`src/rtl/activation_pkg.sv`:
```
// Shared activation-stage definitions: PWL sigmoid knots, range limits, logit FSM states.
// Consumers: sigmoid_pwl, logit_search (optional LOGIT_ROUND_NEAREST_EN build).
package activation_pkg;

  localparam logic signed [7:0] KNOT_X [0:7] = '{8'h80, 8'hA0, 8'hC0, 8'hE0,
                                                 8'h00, 8'h20, 8'h40, 8'h60};
  // Entry 8 is the virtual knot at x = 128 that closes the last segment.
  localparam logic [7:0] KNOT_Y [0:8] = '{8'd4, 8'd30, 8'd62, 8'd100, 8'd128,
                                          8'd156, 8'd193, 8'd225, 8'd252};

  localparam logic [7:0]        SIG_HALF = 8'd128;
  localparam logic [7:0]        SIG_MIN  = 8'd4;
  localparam logic [7:0]        SIG_MAX  = 8'd251;
  localparam logic signed [7:0] X_MIN    = 8'h80;
  localparam logic signed [7:0] X_MAX    = 8'h7F;

  typedef enum logic [1:0] {
    ST_IDLE,
    ST_SEARCH,
    ST_ROUND,
    ST_DONE
  } state_e;

  // Offset code u (x + 128) to signed Q3.5, with clamping on out-of-range probabilities.
  function automatic logic [7:0] logit_code(input logic [7:0] u, input logic lo, input logic hi);
    if (lo) return X_MIN;
    if (hi) return X_MAX;
    return u ^ 8'h80;
  endfunction

endpackage

```
`src/rtl/sigmoid_pwl.sv`:
```
// Combinational piecewise-linear sigmoid: signed Q3.5 x -> unsigned probability code y.
module sigmoid_pwl
  import activation_pkg::*;
(
  input  logic signed [7:0] x,
  output logic        [7:0] y
);

  logic [3:0]  seg;
  logic [4:0]  off;
  logic [7:0]  dy;
  logic [10:0] prod;

  always_comb begin
    // Segment index is the top three bits of the offset code x + 128.
    seg  = {1'b0, x[7:5] ^ 3'b100};
    off  = 5'(x - KNOT_X[seg[2:0]]);
    dy   = KNOT_Y[seg + 4'd1] - KNOT_Y[seg];
    prod = {3'b000, dy} * {6'b000000, off};
    y    = KNOT_Y[seg] + 8'(prod >> 5);
  end

endmodule

```
`src/rtl/logit_search.sv`:
```
// Logit unit: successive-approximation inverse of sigmoid_pwl, valid/ready on both sides.
// Optional LOGIT_ROUND_NEAREST_EN adds a one-cycle round-to-nearest step before DONE.
module logit_search
  import activation_pkg::*;
#(
  parameter int DATA_WIDTH = 8,
  parameter int FRAC_BITS  = 5
) (
  input  logic                  clk,
  input  logic                  rst,
  input  logic                  in_valid,
  output logic                  in_ready,
  input  logic [DATA_WIDTH-1:0] in_data,
  output logic                  out_valid,
  input  logic                  out_ready,
  output logic [DATA_WIDTH-1:0] out_data,
  output logic                  out_sat
);

  if (DATA_WIDTH != 8 || FRAC_BITS != 5) begin : g_bad_cfg
    $error("logit_search supports only DATA_WIDTH=8, FRAC_BITS=5");
  end

  state_e      state_q, state_d;
  logic [7:0]  y_q, y_d;
  logic [7:0]  u_q, u_d;
  logic [2:0]  b_q, b_d;
  logic        out_valid_q, out_valid_d;
  logic [7:0]  out_data_q, out_data_d;
  logic        out_sat_q, out_sat_d;
`ifdef LOGIT_ROUND_NEAREST_EN
  logic [7:0]  slo_q, slo_d;
`endif

  logic [7:0]        trial;
  logic signed [7:0] sig_x;
  logic [7:0]        sig_y;
  logic              sat_lo, sat_hi;

  sigmoid_pwl u_sig (
    .x (sig_x),
    .y (sig_y)
  );

  assign in_ready  = (state_q == ST_IDLE) && !rst;
  assign out_valid = out_valid_q;
  assign out_data  = out_data_q;
  assign out_sat   = out_sat_q;

  always_comb begin
    state_d     = state_q;
    y_d         = y_q;
    u_d         = u_q;
    b_d         = b_q;
    out_valid_d = out_valid_q;
    out_data_d  = out_data_q;
    out_sat_d   = out_sat_q;
`ifdef LOGIT_ROUND_NEAREST_EN
    slo_d       = slo_q;
`endif
    trial  = u_q | (8'd1 << b_q);
    sig_x  = trial ^ 8'h80;
    sat_lo = y_q < SIG_MIN;
    sat_hi = y_q > SIG_MAX;

    case (state_q)
      ST_IDLE: begin
        if (in_valid && in_ready) begin
          y_d     = in_data;
          u_d     = '0;
          b_d     = 3'd7;
`ifdef LOGIT_ROUND_NEAREST_EN
          slo_d   = SIG_MIN;
`endif
          state_d = ST_SEARCH;
        end
      end
      ST_SEARCH: begin
        if (sig_y <= y_q) begin
          u_d = trial;
`ifdef LOGIT_ROUND_NEAREST_EN
          // Track sig(u) so rounding needs only one extra sigmoid evaluation.
          slo_d = sig_y;
`endif
        end
        b_d = b_q - 3'd1;
        if (b_q == 3'd0) begin
`ifdef LOGIT_ROUND_NEAREST_EN
          state_d = ST_ROUND;
`else
          state_d     = ST_DONE;
          out_valid_d = 1'b1;
          out_sat_d   = sat_lo | sat_hi;
          out_data_d  = logit_code(u_d, sat_lo, sat_hi);
`endif
        end
      end
`ifdef LOGIT_ROUND_NEAREST_EN
      ST_ROUND: begin
        sig_x = (u_q + 8'd1) ^ 8'h80;
        if (u_q != 8'hFF && !(sat_lo || sat_hi) && (sig_y - y_q) < (y_q - slo_q)) begin
          u_d = u_q + 8'd1;
        end
        state_d     = ST_DONE;
        out_valid_d = 1'b1;
        out_sat_d   = sat_lo | sat_hi;
        out_data_d  = logit_code(u_d, sat_lo, sat_hi);
      end
`endif
      ST_DONE: begin
        if (out_ready) begin
          out_valid_d = 1'b0;
          state_d     = ST_IDLE;
        end
      end
      default: state_d = ST_IDLE;
    endcase
  end

  always_ff @(posedge clk) begin
    if (rst) begin
      state_q     <= ST_IDLE;
      y_q         <= '0;
      u_q         <= '0;
      b_q         <= '0;
      out_valid_q <= 1'b0;
      out_data_q  <= '0;
      out_sat_q   <= 1'b0;
`ifdef LOGIT_ROUND_NEAREST_EN
      slo_q       <= '0;
`endif
    end else begin
      state_q     <= state_d;
      y_q         <= y_d;
      u_q         <= u_d;
      b_q         <= b_d;
      out_valid_q <= out_valid_d;
      out_data_q  <= out_data_d;
      out_sat_q   <= out_sat_d;
`ifdef LOGIT_ROUND_NEAREST_EN
      slo_q       <= slo_d;
`endif
    end
  end

endmodule

```
`config.mk`:
```
export PLATFORM = sky130hd
export DESIGN_NAME = logit_search
export DESIGN_NICKNAME = d
export VERILOG_FILES = /design/src/rtl/activation_pkg.sv /design/src/rtl/sigmoid_pwl.sv /design/src/rtl/logit_search.sv
export SDC_FILE = /design/constraint.sdc
export NUM_CORES = 1
export LEC_CHECK = 0
export CAP_MARGIN = 30
export CORE_MARGIN = 10
export CORE_UTILIZATION = 40
export DETAILED_ROUTE_END_ITERATION = 12
export MAX_ROUTING_LAYER = met4
export PLACE_DENSITY = 0.63
export SLEW_MARGIN = 20
export SYNTH_ARGS = -nofsm -noshare
export SYNTH_HDL_FRONTEND = slang
export SYNTH_HIERARCHICAL = 1
export SYNTH_SLANG_ARGS = --single-unit
```
`constraint.sdc`:
```
create_clock -name clk -period 7.1 [get_ports clk]
set_input_delay 1.065 -clock clk [delete_from_list [all_inputs] [get_ports clk]]
set_output_delay 1.065 -clock clk [all_outputs]
set_load 0.02 [all_outputs]
```
# --- Word-level counts from Yosys, hierarchy flattened ---
# Memories as Yosys holds them, arrays and structs flattened.
# Cells that the tools add are included.
totals:
  reg_bits: 31
  mem_bits_ro: 320
  output_inout_bits: 11
  elab_cells: 76
  n_memories: 3
memory_table:
  columns: ["memory", "words", "width", "rd", "rd_clocked_by_memory_dff", "write_ports", "line_no", "text"]
  rows:
  - ["(name not given)", 16, 8, 1, 0, 0, "sigmoid_pwl.sv:18", "dy = KNOT_Y[seg + 4'd1] - KNOT_Y[seg];"]
  - ["(name not given)", 16, 8, 1, 0, 0, "sigmoid_pwl.sv:18", null]
  - ["(name not given)", 8, 8, 1, 0, 0, "sigmoid_pwl.sv:17", "off = 5'(x - KNOT_X[seg[2:0]]);"]
classes:
  addsub: 5
  n_mul: 1
  n_lt_le_gt_ge: 6
  eq_ne: 5
  shifts: 1
  mux: 30
  bitwise_logic: 6
  reduce_logical: 12
ops:
  columns: ["operator", "count"]
  rows:
  - ["2-to-1 mux 8 bit", 11]
  - ["one-hot mux 8 bit (2 select lines)", 1]
  - ["multiplier 8 x 5 -> 11 bit", 1]
  - ["greater-or-equal comparator 5 bit (second input constant)", 2]
  - ["2-to-1 mux 5 bit", 2]
  - ["2-to-1 mux 1 bit", 9]
  - ["adder 8 x 6 -> 8 bit", 1]
  - ["> comparator 8 bit (second input constant)", 1]
  - ["less-or-equal comparator 8 bit", 1]
  - ["< comparator 8 x 3 -> 1 bit (second input constant)", 1]
  - ["OR 8 bit", 1]
  - ["left shift 1 x 3 -> 8 bit (first input constant)", 1]
  - ["subtractor 8 bit", 1]
  - ["2-to-1 mux 2 bit", 3]
  - ["one-hot mux 2 bit (3 select lines)", 1]
  - ["one-hot mux 3 bit (2 select lines)", 1]
  - ["AND reduction 2 bit", 3]
  - ["AND reduction 3 bit", 2]
  - ["NOT 3 -> 5 bit", 1]
  - ["NOT 4 -> 5 bit", 1]
  - ["subtractor 5 bit", 1]
  - ["adder 3 x 1 -> 4 bit (second input constant)", 1]
  - ["greater-or-equal comparator 4 bit (second input constant)", 1]
  - ["inequality test 2 bit (second input constant)", 2]
  - ["14 further kinds", 16]

# --- Logic depth before layout (Yosys ltp) ---
# Gate-level depths: netlist of run 1.
logic_depth:
  word_depth: 16
  mapped_depth: 38
  mapped_depth_nobuf: 36

# --- Hierarchy ---
# The synthesis of run 1 kept the hierarchy.
modules_own_cells:
  columns: ["mod", "instances", "cells_per_inst", "area_each_um2", "seq_area_each_um2"]
  rows:
  - ["sigmoid_pwl", 1, 224, 1794.2, 0.0]
  - ["logit_search", 1, 192, 1664.1, 620.6]

# --- Worst setup path after synthesis of run 1 ---
# No wires, ideal clock.
synth_timing:
  path_type: "register to register"
  start: "register b_q[0]"
  end: "register u_q[1]"
  arrival_time_ns: 7.670
  required_time_ns: 6.983
  slack_ns: -0.688
  stages_incl_launch_ff: 36
  period_less_slack_ns: 7.788
  path_cell_list: "dfxtp_1 -> inv_1 -> ha_1 -> a21o_1 -> buf_2 -> inv_1 -> ha_1 -> clkbuf_1 -> clkbuf_1 -> o21ai_0 -> ha_1 -> fa_1 -> xor2_1 -> and2_1 -> fa_1 -> fa_1 -> inv_1 -> fa_1 -> inv_1 -> ha_1 -> o21ai_1 -> nand2b_1 -> and3_1 -> a221oi_2 -> xnor2_1 -> xnor3_1 -> ha_1 -> inv_1 -> o311a_1 -> a21oi_1 -> ha_1 -> nand4_4 -> nor2_4 -> a211oi_4 -> nor2_4 -> a32o_1"
synth_between:
  elab_chain_cells: 14
  word_cells_on_any_way: 23
synth_rtl:
  columns: ["element", "line_no", "text"]
  rows:
  - ["from (decl)", "logit_search.sv:27", "logic [2:0] b_q, b_d;"]
  - ["from (signal assigned)", "logit_search.sv:125", "b_q <= '0;"]
  - ["from (signal assigned)", "logit_search.sv:136", "b_q <= b_d;"]
  - ["left shift 1 x 3 -> 8 bit *", "logit_search.sv:61", "trial = u_q | (8'd1 << b_q);"]
  - ["OR 8 bit *", "logit_search.sv:61", null]
  - ["net sig_x[6]", "logit_search.sv:36", "logic signed [7:0] sig_x;"]
  - ["adder 3 x 1 -> 4 bit", "sigmoid_pwl.sv:18", null]
  - ["NOT 4 -> 5 bit (implied by the code)", "sigmoid_pwl.sv:18", null]
  - ["memory read (16 x 8 bit)", null, null]
  - ["2-to-1 mux 8 bit (implied by the code) (2 in series)", "sigmoid_pwl.sv:18", null]
  - ["subtractor 8 bit", "sigmoid_pwl.sv:18", null]
  - ["multiplier 8 x 5 -> 11 bit", "sigmoid_pwl.sv:19", "prod = {3'b000, dy} * {6'b000000, off};"]
  - ["adder 8 x 6 -> 8 bit *", "sigmoid_pwl.sv:20", "y = KNOT_Y[seg] + 8'(prod >> 5);"]
  - ["net sig_y[7]", "logit_search.sv:37", "logic [7:0] sig_y;"]
  - ["less-or-equal comparator 8 bit *", "logit_search.sv:79", "if (sig_y <= y_q) begin"]
  - ["2-to-1 mux 8 bit *", "logit_search.sv:79", null]
  - ["2-to-1 mux 8 bit *", "logit_search.sv:66", "case (state_q)"]
  - ["one-hot mux 8 bit (2 select lines) *", "logit_search.sv:66", null]
  - ["to (signal assigned)", "logit_search.sv:135", "u_q <= u_d;"]
  - ["to (decl)", "logit_search.sv:26", "logic [7:0] u_q, u_d;"]
# The timed path passes the listed nets; every way through them passes the cells marked *. The select of a mux whose other input is x is not followed.
# A chain may end at the register's enable or synchronous reset.

# --- Final worst setup path of run 1 ---
layout_timing:
  start: "register b_q[0]"
  end: "register u_q[2]"
# The elaborated chain is that of the path after synthesis.

==> results of run 1 <==
-- repair_timing --
| item | 4_1_cts | 5_1_grt |
|---|---|---|
| pin swaps | 18 | 13 |
| hold buffers | 0 | 0 |
| cloned | 1 | 0 |
| buffers inserted | 34 | 5 |
| resized for setup | 32 | 14 |
| endpoints found under the setup margin | 12 | 12 |
-- layer usage --
metal / vias to the layer above / routed length (µm)
met5: - / 0
met4: 0 / 233
met3: 15 / 234
met2: 53 / 4452
met1: 1554 / 4137
li1: 1593 / -
-- worst max-delay path by stage --
stage | startpoint | end | slack [ns] | depth (start not counted)
2_1_floorplan | b_q[1] | u_q[1] | 0.01 | 35
3_3_place_gp | b_q[1] | out_data[1] | -0.16 | 32
3_5_place_dp | b_q[0] | out_data[1] | -0.27 | 33
4_1_cts | b_q[0] | u_q[2] | -0.02 | 34
5_1_grt | b_q[0] | u_q[4] | -0.38 | 35
6_report | b_q[0] | u_q[2] | -0.12 | 45
-- stage by stage --
stage	utilization (%)	area [µm²]	cells
after global routing	57.46	4768	620
after detailed placement	50.40	4183	572
after global placement	50.31	4175	571
final	57.46	4768	620
after floorplan	-	3621	416
after CTS	56.40	4681	615
-- cell type report --
type | instances | area [µm²]
fill | 747 | 3531
multi-input combinational | 308 | 2824
timing repair buffer | 106 | 865.8
sequential | 31 | 628.1
inverter | 62 | 237.7
tap | 105 | 131.4
clock buffer | 7 | 76.32
clock inverter | 1 | 5.005
-- state kept, by name (all words and copies together) (netlist names) --
name / cells
out_valid: 1
b_q: 3
state_q: 2
y_q: 8
out_data: 8
out_sat: 1
u_q: 8
-- critical path: cells and delay by family, from the launching register on --
kind	cells	cell delay (ns)
buf+inv	23	2.65
compound gates	7	1.46
fa+ha+maj	5	1.21
simple gates	8	0.89
flops	1	0.39
xor+xnor	1	0.34
mux	1	0.15
-- power by group through the flow --
stage	clock network (µW)	logic (µW)	registers [µW]
3_3_place_gp	0	1380	209
3_5_place_dp	0	1410	210
5_1_grt	142	2070	209
2_1_floorplan	0	1010	209
6_report	133	1880	207
4_1_cts	136	1810	207
-- Yosys cell counts, types with 2 or more instances --
cell | number | area [µm²]
a32o_1 | 7 | 70.07
clkbuf_1 | 6 | 22.52
a211o_1 | 2 | 17.52
o21bai_1 | 3 | 22.52
mux2i_1 | 5 | 50.05
ha_1 | 41 | 513.0
o21a_1 | 2 | 15.01
a221oi_2 | 2 | 30.03
fa_1 | 18 | 360.4
nor3b_1 | 2 | 15.01
xor2_1 | 4 | 35.03
inv_1 | 62 | 232.7
buf_4 | 4 | 30.03
nand4_1 | 3 | 18.77
xnor2_1 | 12 | 105.1
o21ai_0 | 5 | 25.02
a2111o_1 | 2 | 22.52
a2111oi_0 | 2 | 17.52
nand2b_1 | 11 | 68.82
a21o_1 | 9 | 67.56
or2_2 | 2 | 12.51
o21ai_1 | 4 | 20.02
dfxtp_1 | 31 | 620.6
a211oi_1 | 3 | 22.52
nor2b_1 | 13 | 81.33
and2_1 | 11 | 68.82
nor2_4 | 3 | 33.78
nor3_1 | 4 | 20.02
a31oi_1 | 4 | 25.02
nand2_1 | 27 | 101.4
nand3b_1 | 2 | 15.01
nor2_1 | 36 | 135.1
buf_6 | 3 | 33.78
nand3_1 | 5 | 25.02
o211ai_1 | 6 | 45.04
buf_2 | 2 | 10.01
a21oi_1 | 29 | 145.1
o31a_1 | 4 | 35.03
-- logic make-up (layout without fill, tap and decap cells) --
kind of cell               after synthesis  in the layout  share of synthesized area, %
adders and majority gates               59             59                         25.25
AOI/OAI and AO/OA                       94             94                         20.15
buffers and inverters                   78            176                         9.623
muxes                                    6              6                         1.773
xor gates and xnor gates                17             17                         4.703
DFF                                     31             31                         17.95
and+or+nand+nor                        131            132                         20.55
==> flow_metrics.tcl, run 1 <==
set metrics [dict create \
    grt-ovfl-total 0 \
    cts_buffers 5 \
    power_frac_comb_pct 84.7 \
    grt_pass1_vias 3363 \
    syn_nets 487 \
    netlist_area_um2 3458 \
    startpoint_type "flip-flop" \
    fp.dieH_um 113.0 \
    start_util_pct 41.67 \
    clk_pin_slew_worst_paths_ns 0.07 \
    final_cell_mix "buf_4, inv_1, nor2_1" \
    maxCapViolCount 0 \
    p_leak_uw 0.002133 \
    wirelength_um 9058 \
    outcome "finished, violations left" \
    synth-edff-count 0 \
    cp_slowest_cell "dfxtp_4" \
    drtAntennaViolNets 0 \
    antenna_found_initial 0 \
    grt_max_degree 28 \
    post-route-min-period_ns 7.216 \
    worstSetupPathType "flip-flop to flip-flop" \
    whs_endpoint "out_data[6]" \
    finalCritPeriodShare_pct 101.6 \
    holdWs_ns 0.4598 \
    swShare_pct 44.86 \
    hold_path_class "flip-flop to flip-flop" \
    wl_per_cell_um 14.61 \
    crit_path_frequent_cell "buf_4" \
    die_w_um 113.0 \
    htreeDepth 2 \
    crit_required_ns 7.28 \
    yosys.cell_types.count 63 \
    ys_seq_elements 31 \
    drive_above_1_share_pct 32.43 \
    drc 0 \
    path_max_fanout 7 \
    clkPwrFrac_pct 6.0 \
    place_hpwl_um 6609 \
    setup_viol 12 \
    num_io_pins 23 \
    p_total_uw 2223 \
    async_flop_share_pct 0 \
    fin_nets 585 \
    core_area_um2 8299 \
    grt_pass1_wl_um 15730 \
    final_common_cell "buf_4" \
    met3_usage_pct 1.532 \
    clk-insertion-delay-late_ns 0.29 \
    firstDrtPassIters 4 \
    syn_avg_cell_area_um2 8.313 \
    syn_inst 416 \
    gp_congestion 0.8808 \
    grtUsageMet1_pct 17.40 \
    r2r_end "u_q[2]" \
    use_met2_pct 25.46 \
    max-clock-path-buffers 2 \
    yosys_warnings 6 \
    critPathCaptureType "flip-flop" \
    track_usage_pct 14.84 \
    dieArea_um2 12760 \
    intPower_uw 1226 \
    arrival_ns 7.40 \
    diodes 0 \
    violations "negative setup slack" \
    cts.sinks 31 \
    pre_cts_slack_ns -0.2673 \
    area_growth_pct 37.88 \
    rsz0062_at_grt "yes" \
    seqPwrFrac_pct 9.3 \
    slew_viol_final 0 \
    ff2ff_path_depth 45 \
    vias 3215 \
    tightest_slew_ns 0.6615 \
    holdPathStages 2 \
    ys.flop_type "dfxtp_1" \
    slew_headroom_pct 55.81 \
    power_density_nw_per_um2 466.2 \
    via_per_inst 5.185 \
    r2r-start "b_q[0]" \
    ys_seq_area_share_pct 17.95 \
    fin_worst_skew_ns 0.006604 \
    fmax_ghz 0.1386 \
    worst_slack_ns -0.1162 \
    hold_violations 0 \
    rrSetupSlack_ns -0.12 \
    busiest_layer "met2" \
    cts_tree "built" \
    drtIter0Drc 64 \
    root_buffer "clkbuf_8" \
    rows 33 \
    ir_drop_mv 0.2142 \
    switchingPower_uw 997.4 \
    critical_path.max_stage_delay_ns 0.39 \
    fin_setup_tns_ns -0.9520 \
    port_buffers 22 \
    min_from "out_data[6]" \
]
Power figures use the tool's default switching activity.
==> run 2: changes to the inputs <==
--- a/config.mk
+++ b/config.mk
@@ -6,7 +6,7 @@
 export NUM_CORES = 1
 export LEC_CHECK = 0
 export CAP_MARGIN = 30
-export CORE_MARGIN = 10
+export CORE_MARGIN = 2
 export CORE_UTILIZATION = 40
 export DETAILED_ROUTE_END_ITERATION = 12
 export MAX_ROUTING_LAYER = met4
==> flow_metrics.tcl, run 2 (synthesized netlist as in run 1, its figures left out) <==
set metrics [dict create \
    rrSetupSlack_ns -0.009 \
    diodes 0 \
    holdWs_ns 0.4606 \
    grt_pass1_wl_um 14090 \
    clk-insertion-delay-late_ns 0.28 \
    port_buffers 22 \
    wl_per_cell_um 14.06 \
    p_leak_uw 0.002042 \
    firstDrtPassIters 4 \
    fin_setup_tns_ns -0.008871 \
    fin_area_um2 4767 \
    ir_drop_mv 0.2323 \
    critPathCaptureType "flip-flop" \
    max-clock-path-buffers 2 \
    final_cell_mix "buf_4, inv_1, nor2_1" \
    wirelength_um 8435 \
    post-route-min-period_ns 7.109 \
    pre_cts_slack_ns -0.2346 \
    track_usage_pct 18.23 \
    slew_headroom_pct 63.60 \
    path_buf_inv 9 \
    fmax_ghz 0.1407 \
    antenna_found_initial 0 \
    area_growth_pct 37.84 \
    fin_worst_skew_ns 0.004883 \
    cts.sinks 31 \
    critical_path.max_stage_delay_ns 0.49 \
    clk_pin_slew_worst_paths_ns 0.07 \
    rsz0062_at_grt "yes" \
    crit_required_ns 7.31 \
    drc 0 \
    grt_pass1_vias 3124 \
    startpoint_type "flip-flop" \
    grt-ovfl-total 0 \
    power_density_nw_per_um2 429.6 \
    fin_nets 565 \
    worstSetupPathType "flip-flop to flip-flop" \
    post-route-util_pct 57.44 \
    hold_path_class "flip-flop to flip-flop" \
    grt_max_degree 28 \
    drtIter0Drc 103 \
    arrival_ns 7.32 \
    setup_viol 1 \
    root_buffer "clkbuf_8" \
    cts_buffers 5 \
    htreeDepth 2 \
    violations "negative setup slack" \
    die_w_um 96.98 \
    path_max_fanout 6 \
    finalCritPeriodShare_pct 100.1 \
    via_per_inst 5.175 \
    start_util_pct 41.67 \
    postPlaceCellArea_um2 4145 \
    critPathTopFamily "adder cells" \
    num_io_pins 23 \
    rows 33 \
    gp_congestion 0.8402 \
    fp.dieH_um 96.98 \
    drive_above_1_share_pct 32.12 \
    place_hpwl_um 6274 \
    crit_path_frequent_cell "ha_4" \
    drtAntennaViolNets 0 \
    cp_slowest_cell "fa_1" \
    slew_viol_final 0 \
    worst_slack_ns -0.008871 \
    maxCapViolCount 0 \
    vias 3105 \
    outcome "finished, violations left" \
    hold_violations 0 \
    core_area_um2 8299 \
    final_common_cell "buf_4" \
    cts_tree "built" \
    tightest_slew_ns 0.5322 \
    dieArea_um2 9405 \
]
run 2: cell types whose count changed in the layout (fill, tap and decap cells not counted), sizes merged:
cell | before | now
buf | 84 | 65
clkinv | 1 | 0
clkinvlp | 0 | 1
nor2 | 41 | 40
run 2: metal layers:
layer,vias up,global-route usage (%),share of wire [%]
met5,-,-,0
met4,0,6.717,2.9
met3,17,1.590,2.5
met2,62,31.46,49
met1,1465,22.23,46
li1,1561,-,-
run 2: final timing paths:
| kind | from | to | cells past startpoint |
|---|---|---|---|
| min reg2reg | out_data[4] | out_data[4] | 2 |
| max reg2reg | b_q[0] | out_data[2] | 39 |
| min | out_data[4] | out_data[4] | 2 |
| max | b_q[0] | out_data[2] | 39 |
run 2: final cells by class:
| type | instances | area (µm²) |
|---|---|---|
| Timing Repair Buffer | 87 | 750.7 |
| Multi-Input combinational cell | 307 | 2913 |
| Sequential cell | 31 | 628.1 |
| Inverter | 62 | 240.2 |
| Tap cell | 105 | 131.4 |
| Fill cell | 770 | 3532 |
| Clock buffer | 7 | 96.34 |
| Clock inverter | 1 | 7.507 |
run 2: power breakdown:
group,switching [µW],internal (µW),leakage [µW]
Combinational,845,840,0.00174
Sequential,14.9,191,0.000254
Clock,67.9,88.1,0.0000505
Total,928,1120,0.00204
run 2: metrics by stage:
stage | power, µW | cells
2_1_floorplan | 1223 | 416
3_3_place_gp | 1589 | 567
3_5_place_dp | 1617 | 567
4_1_cts | 1904 | 590
5_1_grt | 2242 | 600
6_report | 2048 | 600
run 2: timing repair:
item,4_1_cts,5_1_grt
pin swaps,34,52
endpoints found under the setup margin,12,12
gates cloned,0,0
hold buffers,0,0
buffers inserted,15,11
resized for setup,28,31
run 2: tightest hold or removal path: cells and delay by family (launching register included):
family | cells | cell delay [ns]
AND/OR/NAND/NOR | 1 | 0.05
AO/OA/AOI/OAI | 1 | 0.05
flip-flops | 1 | 0.31
==> variant 1: new RTL, flow settings as in run 1 <==
Take the reset off `u_q` and load it in a clocked block of its own.
--- a/src/rtl/logit_search.sv
+++ b/src/rtl/logit_search.sv
@@ -121,7 +121,6 @@
     if (rst) begin
       state_q     <= ST_IDLE;
       y_q         <= '0;
-      u_q         <= '0;
       b_q         <= '0;
       out_valid_q <= 1'b0;
       out_data_q  <= '0;
@@ -132,7 +131,6 @@
     end else begin
       state_q     <= state_d;
       y_q         <= y_d;
-      u_q         <= u_d;
       b_q         <= b_d;
       out_valid_q <= out_valid_d;
       out_data_q  <= out_data_d;
@@ -143,5 +141,9 @@
     end
   end
 
+  always_ff @(posedge clk) begin
+    u_q <= u_d;
+  end
+
 endmodule
 
Behaviour: no difference found for any inputs over 10 cycles, from zero or initial values and one cycle with rst high; that may be too few to reach the edited logic, so the function may still have changed.
==> variant 1 against run 1 <==
- the run still ends with negative setup slack left
- routed wire length shrank 7.4%
- critical path depth decreased by 11
- final area fell by 7.5%
- first-iteration DRC count increased by 100%
- die area fell by 2.9%
- worst setup slack gained 0.014 ns
- maximum frequency is 0.20% higher
- sequential cell count did not move
- count of clock-buffer cells in the layout stayed put
- synthesized area is 3.5% lower
- non-clock buffer count decreased by 29
Power is not shown: default switching activity piles up to over one toggle a cycle in this logic, so the estimate is an artifact.
==> variant 1: results (changes against run 1) <==
status: finished, violations left
failing checks: negative setup slack
pin count of the biggest net entering global routing: 24 (-14%)
dpl ws: -0.318 ns (-0.0506 ns)
drt total wl: 8.39 mm (-7.4%)
Tot GR Track Use: 13.3% (-1.6 points)
setup TNS: -0.529 ns (+0.423 ns)
Avg Vias per Cell: 5.22 (+0.67%)
share of layout cells above drive strength 1: 25.7% (-6.7 points)
final setup fails: 11 (-1)
Critical Path AT: 7.23 ns (-0.17 ns)
Crit-path slowest cell: fa_1
Post-synth EDFFs: 8 (+8)
crit-path max cell delay: 0.55 ns (+0.16 ns)
sequential element share of the synthesized area: 21.0% (+3.1 points)
fin cells: 568 (-8.4%)
post-synth cell types: 61 (-3.2%)
Post-layout nets: 533 (-8.9%)
relative slew slack: 39.4% (-16 points)
Syn Nets: 461 (-5.3%)
DR iter-0 viols: 131 (+100%)
placed instance count: 547 (-4.4%)
vias in the first global route: 2989 (-11%)
Final Skew: 0.0103 ns (+0.00370 ns)
post-route setup slack: -0.102 ns (+0.0143 ns)
Post-Syn Instances: 390 (-6.3%)
Post-synth top cells: inv_1, ha_1, nand2_1
Register Area: 708 um^2 (+13%)
## variant 1: cell types whose count changed in the layout (fill, tap and decap cells not counted), moves of 8 or more
cell / delta
edfxtp_1: +8
nand2_1: +10
dfxtp_1: -8
nor2_1: -16
buf_4: -27
## variant 1: cells by family (layout without fill, tap and decap cells)
logic type	count (synthesis)	in the layout	share of synthesized area, %
adder cells (fa/ha/maj)	59	59	26.2
multiplexers	2	2	0.600
XOR/XNOR	16	16	4.61
buffers and inverters	67	140	7.87
AND/OR/NAND/NOR	123	123	20.4
flip-flops	31	31	21.0
AO/OA/AOI/OAI	92	92	19.4
## variant 1: layout make-up
cell class	count	share of cell area, %
multi-input cells	292	59.4
flip-flops and latches	31	16.1
repair buffers	77	14.5
inverters	55	4.91
well taps	105	2.98
clock buffers	7	1.96
clock inverters	1	0.114
## variant 1: timing repair
item                                   4_1_cts  5_1_grt
setup endpoints to repair                   12       12
buffers inserted                             4        8
cloned                                       1        0
resized for setup                           27       25
hold buffers                                 0        0
pin swaps                                   20       20
endpoints found under the hold margin        0        0
## variant 1: layer usage
metal  global-route usage, %  up-vias  part of all wire (%)
met3                    2.04       10                   2.9
li1                        -     1478                     -
met5                       -        -                     0
met2                    20.6       40                    47
met4                    3.86        0                   2.1
met1                    17.4     1437                    48
## variant 1: worst max-delay path: cells and delay by family, from the launching register on
family | cells | cell delay [ns]
compound gates | 10 | 1.84
xor+xnor | 3 | 0.43
fa+ha+maj | 9 | 3.10
buf+inv | 9 | 0.80
flops | 1 | 0.38
simple gates | 3 | 0.41
## variant 1: worst paths after layout
| path | start | end | cells past startpoint |
|---|---|---|---|
| max | b_q[0] | u_q[6] | 34 |
| min | out_data[4] | out_data[4] | 2 |
| max reg2reg | b_q[0] | u_q[6] | 34 |
| min reg2reg | out_data[4] | out_data[4] | 2 |
==> variant 2: new RTL, settings of run 1 <==
Without the edit above. Build with the macro `LOGIT_ROUND_NEAREST_EN` defined.
--- a/src/rtl/logit_search.sv
+++ b/src/rtl/logit_search.sv
@@ -1,5 +1,7 @@
 // Logit unit: successive-approximation inverse of sigmoid_pwl, valid/ready on both sides.
 // Optional LOGIT_ROUND_NEAREST_EN adds a one-cycle round-to-nearest step before DONE.
+`define LOGIT_ROUND_NEAREST_EN
+
 module logit_search
   import activation_pkg::*;
 #(
Behaviour: not the same (Yosys sat finds a counterexample within 10 cycles, from zero or initial values and one cycle with rst high).
==> variant 2 against run 1 <==
- the run still ends with negative setup slack left
- critical endpoint unchanged
- synthesized area grew 38%
- sequential cell count grew 8
- via count grew 56%
- highest routed layer unchanged
- largest cell class unchanged
- count of clock-buffer cells in the layout shrank 1
- final area grew 55%
- routed wire length grew 68%
- worst setup slack lost 1.2 ns
Power is left out: the tool's default activity adds up to more than one toggle a clock period on the data nets, which glitch-free logic cannot reach.
==> variant 2: results (changes against run 1) <==
postcts setup bufs: 23 (-32%)
mux share of post-synthesis cell area: 1.52% (-0.25 points)
share of layout cells above drive strength 1: 41.6% (+9.2 points)
Buffers excl. clock: 187 (+76%)
vias in the first global route: 5242 (+56%)
Global Route met3 Usage: 1.96% (+0.43 points)
first-pass GRT wire length: 25.3 mm (+61%)
met2 Track Usage GR: 34.5% (+9.0 points)
relative slew slack: 35.7% (-20 points)
Layout clock area frac: 1.95% (+0.24 points)
invs w/o clock: 79 (+27%)
failing checks: negative setup slack
final setup fails: 24 (+12)
met2 routed WL: 7.97 mm (+79%)
fillcell total: 987 (+32%)
xor and xnor fraction of the mapped netlist area: 6.15% (+1.4 points)
status: finished, violations left
WHS Endpoint: slo_q[2]
sequential share of cell area: 10.7% (-2.5 points)
clock buf count: 6 (-1)
worst reg-to-reg path cell count: 43 (-4.4%)
crit-path max cell delay: 0.50 ns (+0.11 ns)
leading post-synthesis cells by cell area: dfxtp_1, ha_1, fa_1
hpwl dp: 11.6 mm (+75%)
post-route setup slack: -1.36 ns (-1.24 ns)
Post-synth top cells: inv_1, ha_1, nand2_1
reg2reg start: u_q[1]
GPL Wtd Cong: 0.933 (+5.9%)
Hold WS: 0.492 ns (+0.0319 ns)
Syn Nets: 694 (+43%)
drt first pass iters: 6 (+2)
clock root buffer: clkbuf_16
comb_multi_in: 462 (+50%)
CP max FO: 8 (+1)
multi-input logic area: 4440 um^2 (+57%)
DR iter-0 viols: 239 (+270%)
buffer share of cell area: 20.7% (+2.5 points)
variant 2: cell count changes after synthesis, moves of 16 or more:
cell	run 1	this run
nand2_1	27	50
nand3_1	5	26
ha_1	41	60
inv_1	62	78
o21ai_0	5	21
variant 2: through the flow:
step / std cells / utilization (%) / cell area, um^2
floorplan: 602 / - / 5120
global placement: 880 / 55.2 / 6390
detailed placement: 881 / 55.3 / 6390
CTS: 910 / 61.1 / 7070
global route: 917 / 63.8 / 7380
finish: 917 / 63.8 / 7380
variant 2: worst min-delay path, stage by stage (launching register included):
cell and delay [ns]:
dfxtp_1 0.33, nand2b_4 0.07, a21oi_2 0.04
variant 2: kinds of logic (layout without fill, tap and decap cells):
group / after synthesis / in the layout
adder cells (fa/ha/maj): 80 / 80
flip-flops: 39 / 39
AO/OA/AOI/OAI: 144 / 144
multiplexers: 7 / 7
buffers and inverters: 101 / 273
XOR/XNOR: 32 / 32
AND/OR/NAND/NOR: 199 / 199
